==> config.mk <==
export PLATFORM = sky130hd
export DESIGN_NAME = alu_mc
export DESIGN_NICKNAME = d
export VERILOG_FILES = /design/src/rtl/alu_mc.sv
export SDC_FILE = /design/constraint.sdc
export NUM_CORES = 1
export LEC_CHECK = 0
export ABC_AREA = 1
export CORE_UTILIZATION = 50
export DETAILED_ROUTE_END_ITERATION = 7
export DONT_BUFFER_PORTS = 1
export PLACE_DENSITY = 0.68
export SETUP_SLACK_MARGIN = 0.2
export SYNTH_ARGS = -nofsm -noshare
export SYNTH_HDL_FRONTEND = slang
export SYNTH_SLANG_ARGS = --single-unit
==> constraint.sdc <==
create_clock -name i_clk -period 3.5 [get_ports i_clk]
set_input_delay 0.7 -clock i_clk [delete_from_list [all_inputs] [get_ports i_clk]]
set_output_delay 0.7 -clock i_clk [all_outputs]
set_load 0.05 [all_outputs]
==> src/rtl/alu_mc.sv <==
// alu_mc: multi-cycle ALU with a small sequencer.
//   Single-cycle codes (logic, ADD/SUB, SLT, unused codes, divide-by-zero)
//   finish one cycle after acceptance. MUL runs a shift-add loop and
//   DIVU/REMU run a restoring divider, one bit per cycle for WIDTH cycles.
// Ports:
//   i_clk, i_reset         clock, synchronous active-high reset
//   i_start                request, sampled only in IDLE
//   i_srca, i_srcb         operands (captured on the accepting edge)
//   i_alucontrol           operation code
//   o_busy, o_done         Moore status: busy in MUL/DIV/DONE, done in DONE
//   o_aluout, o_zero,      registered result, zero flag and signed overflow,
//   o_overflow             updated only when the result becomes valid
//
// state  | meaning
// S_IDLE | waiting for i_start
// S_MUL  | shift-add multiply, one multiplier bit per cycle
// S_DIV  | restoring divide, one quotient bit per cycle
// S_DONE | result registered, o_done pulses, back to IDLE
module alu_mc #(
  parameter int WIDTH = 32
) (
  input  logic             i_clk,
  input  logic             i_reset,
  input  logic             i_start,
  input  logic [WIDTH-1:0] i_srca,
  input  logic [WIDTH-1:0] i_srcb,
  input  logic [3:0]       i_alucontrol,
  output logic             o_busy,
  output logic             o_done,
  output logic [WIDTH-1:0] o_aluout,
  output logic             o_zero,
  output logic             o_overflow
);

  localparam int CW = $clog2(WIDTH + 1);
  localparam logic [CW-1:0] LP_ITER = CW'(WIDTH);
  localparam logic [CW-1:0] LP_ONE  = CW'(1);

  localparam logic [3:0] OP_AND  = 4'b0000;
  localparam logic [3:0] OP_OR   = 4'b0001;
  localparam logic [3:0] OP_ADD  = 4'b0010;
  localparam logic [3:0] OP_XOR  = 4'b0011;
  localparam logic [3:0] OP_NOR  = 4'b0100;
  localparam logic [3:0] OP_SUB  = 4'b0110;
  localparam logic [3:0] OP_SLT  = 4'b0111;
  localparam logic [3:0] OP_MUL  = 4'b1000;
  localparam logic [3:0] OP_DIVU = 4'b1001;
  localparam logic [3:0] OP_REMU = 4'b1010;

  typedef enum logic [1:0] {S_IDLE, S_MUL, S_DIV, S_DONE} state_t;

  state_t           r_state, w_next;
  logic [WIDTH-1:0] r_acc;     // product accumulator / partial remainder
  logic [WIDTH-1:0] r_opa;     // multiplicand (shifts left) / dividend->quotient
  logic [WIDTH-1:0] r_opb;     // multiplier (shifts right) / divisor
  logic [CW-1:0]    r_cnt;
  logic             r_rem_sel;
  logic [WIDTH-1:0] r_aluout;
  logic             r_zero, r_overflow;

  logic [WIDTH-1:0] w_sum, w_diff, w_sc_res;
  logic             w_sc_ovf, w_is_mul, w_is_div, w_last;
  logic [WIDTH-1:0] w_mul_acc;
  logic [WIDTH:0]   w_trial, w_sub;
  logic [WIDTH-1:0] w_div_rem, w_div_quo, w_div_res;

  assign w_is_mul = (i_alucontrol == OP_MUL);
  assign w_is_div = ((i_alucontrol == OP_DIVU) || (i_alucontrol == OP_REMU)) && (i_srcb != '0);
  assign w_last   = (r_cnt == LP_ONE);

  // Single-cycle result, evaluated on the live inputs at the accepting edge.
  always_comb begin
    w_sum    = i_srca + i_srcb;
    w_diff   = i_srca - i_srcb;
    w_sc_res = '0;
    w_sc_ovf = 1'b0;
    case (i_alucontrol)
      OP_AND:  w_sc_res = i_srca & i_srcb;
      OP_OR:   w_sc_res = i_srca | i_srcb;
      OP_ADD: begin
        w_sc_res = w_sum;
        w_sc_ovf = (i_srca[WIDTH-1] == i_srcb[WIDTH-1]) && (w_sum[WIDTH-1] != i_srca[WIDTH-1]);
      end
      OP_XOR:  w_sc_res = i_srca ^ i_srcb;
      OP_NOR:  w_sc_res = ~(i_srca | i_srcb);
      OP_SUB: begin
        w_sc_res = w_diff;
        w_sc_ovf = (i_srca[WIDTH-1] != i_srcb[WIDTH-1]) && (w_diff[WIDTH-1] != i_srca[WIDTH-1]);
      end
      OP_SLT:  w_sc_res = {{(WIDTH-1){1'b0}}, ($signed(i_srca) < $signed(i_srcb))};
      // Only reached here with a zero divisor.
      OP_DIVU: w_sc_res = '1;
      OP_REMU: w_sc_res = i_srca;
      default: w_sc_res = '0;
    endcase
  end

  assign w_mul_acc = r_acc + (r_opb[0] ? r_opa : '0);

  // Restoring step: shift the next dividend bit into the remainder and
  // keep the difference only when it does not borrow.
  always_comb begin
    w_trial = {r_acc, r_opa[WIDTH-1]};
    w_sub   = w_trial - {1'b0, r_opb};
    if (!w_sub[WIDTH]) begin
      w_div_rem = w_sub[WIDTH-1:0];
      w_div_quo = {r_opa[WIDTH-2:0], 1'b1};
    end else begin
      w_div_rem = w_trial[WIDTH-1:0];
      w_div_quo = {r_opa[WIDTH-2:0], 1'b0};
    end
    w_div_res = r_rem_sel ? w_div_rem : w_div_quo;
  end

  always_ff @(posedge i_clk) begin
    if (i_reset) r_state <= S_IDLE;
    else         r_state <= w_next;
  end

  always_comb begin
    w_next = r_state;
    o_busy = 1'b1;
    o_done = 1'b0;
    case (r_state)
      S_IDLE: begin
        o_busy = 1'b0;
        if (i_start) begin
          if (w_is_mul)      w_next = S_MUL;
          else if (w_is_div) w_next = S_DIV;
          else               w_next = S_DONE;
        end
      end
      S_MUL:   if (w_last) w_next = S_DONE;
      S_DIV:   if (w_last) w_next = S_DONE;
      S_DONE: begin
        o_done = 1'b1;
        w_next = S_IDLE;
      end
      default: w_next = S_IDLE;
    endcase
  end

  always_ff @(posedge i_clk) begin
    if (i_reset) begin
      r_acc      <= '0;
      r_opa      <= '0;
      r_opb      <= '0;
      r_cnt      <= '0;
      r_rem_sel  <= 1'b0;
      r_aluout   <= '0;
      r_zero     <= 1'b1;
      r_overflow <= 1'b0;
    end else begin
      case (r_state)
        S_IDLE: begin
          if (i_start) begin
            r_acc     <= '0;
            r_opa     <= i_srca;
            r_opb     <= i_srcb;
            r_cnt     <= LP_ITER;
            r_rem_sel <= (i_alucontrol == OP_REMU);
            if (!w_is_mul && !w_is_div) begin
              r_aluout   <= w_sc_res;
              r_zero     <= (w_sc_res == '0);
              r_overflow <= w_sc_ovf;
            end
          end
        end
        S_MUL: begin
          r_acc <= w_mul_acc;
          r_opa <= r_opa << 1;
          r_opb <= r_opb >> 1;
          r_cnt <= r_cnt - LP_ONE;
          if (w_last) begin
            r_aluout   <= w_mul_acc;
            r_zero     <= (w_mul_acc == '0);
            r_overflow <= 1'b0;
          end
        end
        S_DIV: begin
          r_acc <= w_div_rem;
          r_opa <= w_div_quo;
          r_cnt <= r_cnt - LP_ONE;
          if (w_last) begin
            r_aluout   <= w_div_res;
            r_zero     <= (w_div_res == '0);
            r_overflow <= 1'b0;
          end
        end
        default: ;
      endcase
    end
  end

  assign o_aluout   = r_aluout;
  assign o_zero     = r_zero;
  assign o_overflow = r_overflow;

endmodule

==> impl_metrics.json <==
{
  "initial_antenna_violation_count": 0,
  "critical_path.reg2reg.endpoint": "o_zero",
  "max_freq_mhz": 305,
  "track_usage": 0.431,
  "crit_path_cell_trace": "inv_1, ha_2, nand2_2, nor2_2, nor3b_4, nand2_8, nand3_4, nand2_8, buf_12, buf_8, nand2_2, nand3_2, nand2_2, nand2_2, nor2_4, nand2_2, nor2_4, nand3_2, nand2_2, nand2_1, nand2_1, nand2_1, nand2_1",
  "finalCoreUtilization": 0.600,
  "layout_worst_path_cycle_share": 0.937,
  "min_to": "r_acc[0]",
  "path_delay_family": "simple AND/OR/NAND/NOR gates",
  "grt_pass1_wl_um": 119000,
  "hold_class": "input port to flop",
  "worst_r2r_startpoint": "r_opb[29]",
  "critPathMostFrequentCell": "nand2_2",
  "multi_input_area_um2": 13800,
  "via_per_inst": 6.10,
  "initial_utilization": 0.512,
  "worstSetupEndpointType": "flop",
  "tritoncts_num_sinks": 139,
  "ant_nets": 0,
  "max_slew.worst_pin.slew_ps": 867,
  "syn_nets": 3369,
  "grt_max_degree": 82,
  "grt_setup_unrepaired": "true",
  "top_layer_used": "met4",
  "cp_slowest_stage_delay_ps": 390,
  "worst_setup_path_category": "flop to flop",
  "ys_ff_latch": 139,
  "setup_tns_ps": 0,
  "crit_path_max_fanout": 8,
  "postSynth.topFlopCell": "dfxtp_1",
  "globalplace.congestion": 1.07,
  "overall_via_count_from_detail_route": 22500,
  "met2_length_um": 35500,
  "num_rows": 68,
  "synthArstFlopShare": 0,
  "ff_latch_area_um2": 2800,
  "port_buffers": 0,
  "deepest_clock_path_buffer_count": 2,
  "max_slew_margin": 0.421,
  "layout-drive-gt1-share": 0.139,
  "num-nets-final": 3470,
  "clkLatencyLatePin_ps": 440,
  "ff2ff_setup_slack_ps": 220,
  "timing.reg2reg.worst_path_depth": 23,
  "drt_iter0_drc": 3196,
  "nFillCells": 3444,
  "detail_route.wirelength_um": 80800,
  "worstHoldPathCells": 1,
  "detailed_place_hpwl_um": 64400,
  "cts_buffers": 17,
  "number_of_placed_i_o_pins": 107,
  "cts_tree": "done",
  "yosysUniqueCellTypes": 54,
  "yosysWarningCount": 0,
  "routedWlPerCell_um": 21.9,
  "timing.critical_path.buf_inv": 3,
  "clock_skew_ps": 8.60,
  "power.static_leakage_uw": 0.0101,
  "dieWidth_um": 191,
  "synthesis.area_per_instance_um2": 5.70,
  "setup_viol": 0,
  "clock_tree.root_cell": "clkbuf_16",
  "critical_path_arrival_ps": 3660,
  "globalRoute.totalOverflow": 0,
  "cp-start-kind": "flop",
  "die_y_um": 191,
  "powerDensity_nw_per_um2": 586,
  "htree_levels": 4,
  "launch_instance_of_the_worst_min_delay_path": "i_reset",
  "clk_pin_slew_worst_paths_ps": 60,
  "timing_max_transition_violations_final": 0,
  "num_antenna_cells": 0,
  "mappedNetlistArea_um2": 17800,
  "critical-path-slowest-cell": "ha_2",
  "maxCapViolations": 0,
  "synth_edf_count": 0,
  "number_of_global_route_vias_before_repair": 21000,
  "ir_drop_mv": 0.451,
  "fraction_of_the_yosys_area_taken_by_sequential_cells": 0.156,
  "postSynthCellCount": 3127,
  "status": "finished, final reports clean",
  "routedLengthMet1_um": 31900,
  "timing.critical_path.required_ps": 3880,
  "wl_met3_um": 8580,
  "first_pass_iters": 6,
  "detail_route.drc_violations": 0,
  "report.final.hold_viol_count": 0,
  "placeable_core_region_um2": 34800,
  "flow.area_growth_from_synthesis_pct": 17.2,
  "finalWorstPathRequiredPeriod_ps": 3280,
  "die_area_um2": 36400
}
## report_power, final
| part | total, uW | leakage [uW] | internal [uW] | switching, uW |
|---|---|---|---|---|
| logic | 7090 | 0.00862 | 2260 | 4820 |
| clock network | 1960 | 0.000300 | 1230 | 731 |
| registers | 3180 | 0.00115 | 2070 | 1110 |
## per-stage QoR
| step | setup slack (ps) | power [uW] | hold slack [ps] | cell area (um^2) | cells |
|---|---|---|---|---|---|
| detailed placement | -177 | 9510 | 480 | 19300 | 3645 |
| finish | 220 | 12200 | 328 | 20900 | 3695 |
| global placement | -158 | 9420 | 455 | 19300 | 3645 |
| floorplan | 607 | 7250 | 451 | 17800 | 3127 |
| CTS | 158 | 11500 | 321 | 20000 | 3678 |
| global route | 109 | 12800 | 319 | 20900 | 3695 |
## logic make-up (layout without fill, tap and decap cells)
family / after synthesis / count (layout) / synth area share
buf+inv: 530 / 642 / 0.115
simple gates: 1576 / 1577 / 0.374
fa+ha+maj: 171 / 171 / 0.122
xor+xnor: 42 / 42 / 0.0206
flops: 139 / 139 / 0.156
compound gates: 669 / 669 / 0.212
## cells in the mapped netlist, types with 10 or more instances
cell	instances	share of area
ha_1	167	0.12
inv_1	406	0.086
xnor2_1	20	0.0098
nor2_1	257	0.054
o221ai_1	26	0.013
a31oi_1	71	0.025
nand2_1	921	0.19
nor4_1	11	0.0039
o22ai_1	14	0.0049
o21ai_0	227	0.064
clkbuf_1	95	0.020
or2_2	40	0.014
a211oi_1	22	0.0093
dfxtp_1	139	0.16
o211ai_1	13	0.0055
and2_1	22	0.0077
nand3b_1	10	0.0042
nand4_1	34	0.012
buf_2	12	0.0034
a21oi_1	242	0.068
xor2_1	22	0.011
nor3_1	37	0.010
nand3_1	215	0.060
nand2_2	11	0.0039
## layout make-up
type                       count  share of cell area
timing repair buffer         201              0.0758
tap                          455              0.0273
clock inverter                10             0.00779
multi-input combinational   2459               0.659
sequential                   139               0.134
inverter                     410              0.0738
clock buffer                  21              0.0220
## repair_timing
action / 4_1_cts / 5_1_grt
endpoints found under the hold margin: 0 / 0
hold buffers: 0 / 0
resized for setup: 19 / 174
endpoints found under the setup margin: 8 / 22
pin swaps: 2 / 41
setup buffers: 2 / 16
cloned: 0 / 1
## how the worst max path moves through the flow
stage | startpoint | end | slack (ps) | depth (start not counted)
after CTS | r_opb[0] | o_zero | 160 | 29
after detailed placement | r_opb[0] | o_zero | -180 | 29
after global routing | r_opb[0] | o_zero | 110 | 19
final | r_opb[29] | o_zero | 220 | 23
after floorplan | i_srca[0] | o_zero | 610 | 22
after global placement | i_srcb[4] | o_zero | -160 | 16
## routing by layer
layer	global-route usage	up-vias
li1	-	10500
met1	0.551	10300
met2	0.691	1408
met3	0.0775	286
met4	0.215	0
met5	0	-
## layout by cell type, fill, tap and decap left out, types with 22 or more instances in the layout
master    instances
nand2_1         889
inv_1           403
nor2_1          244
a21oi_1         220
o21ai_0         209
nand3_1         208
buf_4           194
ha_1            141
dfxtp_1         123
a31oi_1          71
or2_2            40
nand2_2          36
nand4_1          34
nor3_1           30
o221ai_1         26
a21oi_2          22
and2_1           22
## state kept, by name, indices dropped and copies added, names as in the netlist
name        count
o_overflow      1
r_acc          32
r_cnt           6
r_opb          32
r_opa          32
r_rem_sel       1
r_state         2
o_zero          1
o_aluout       32
Power figures use the tool's default switching activity.
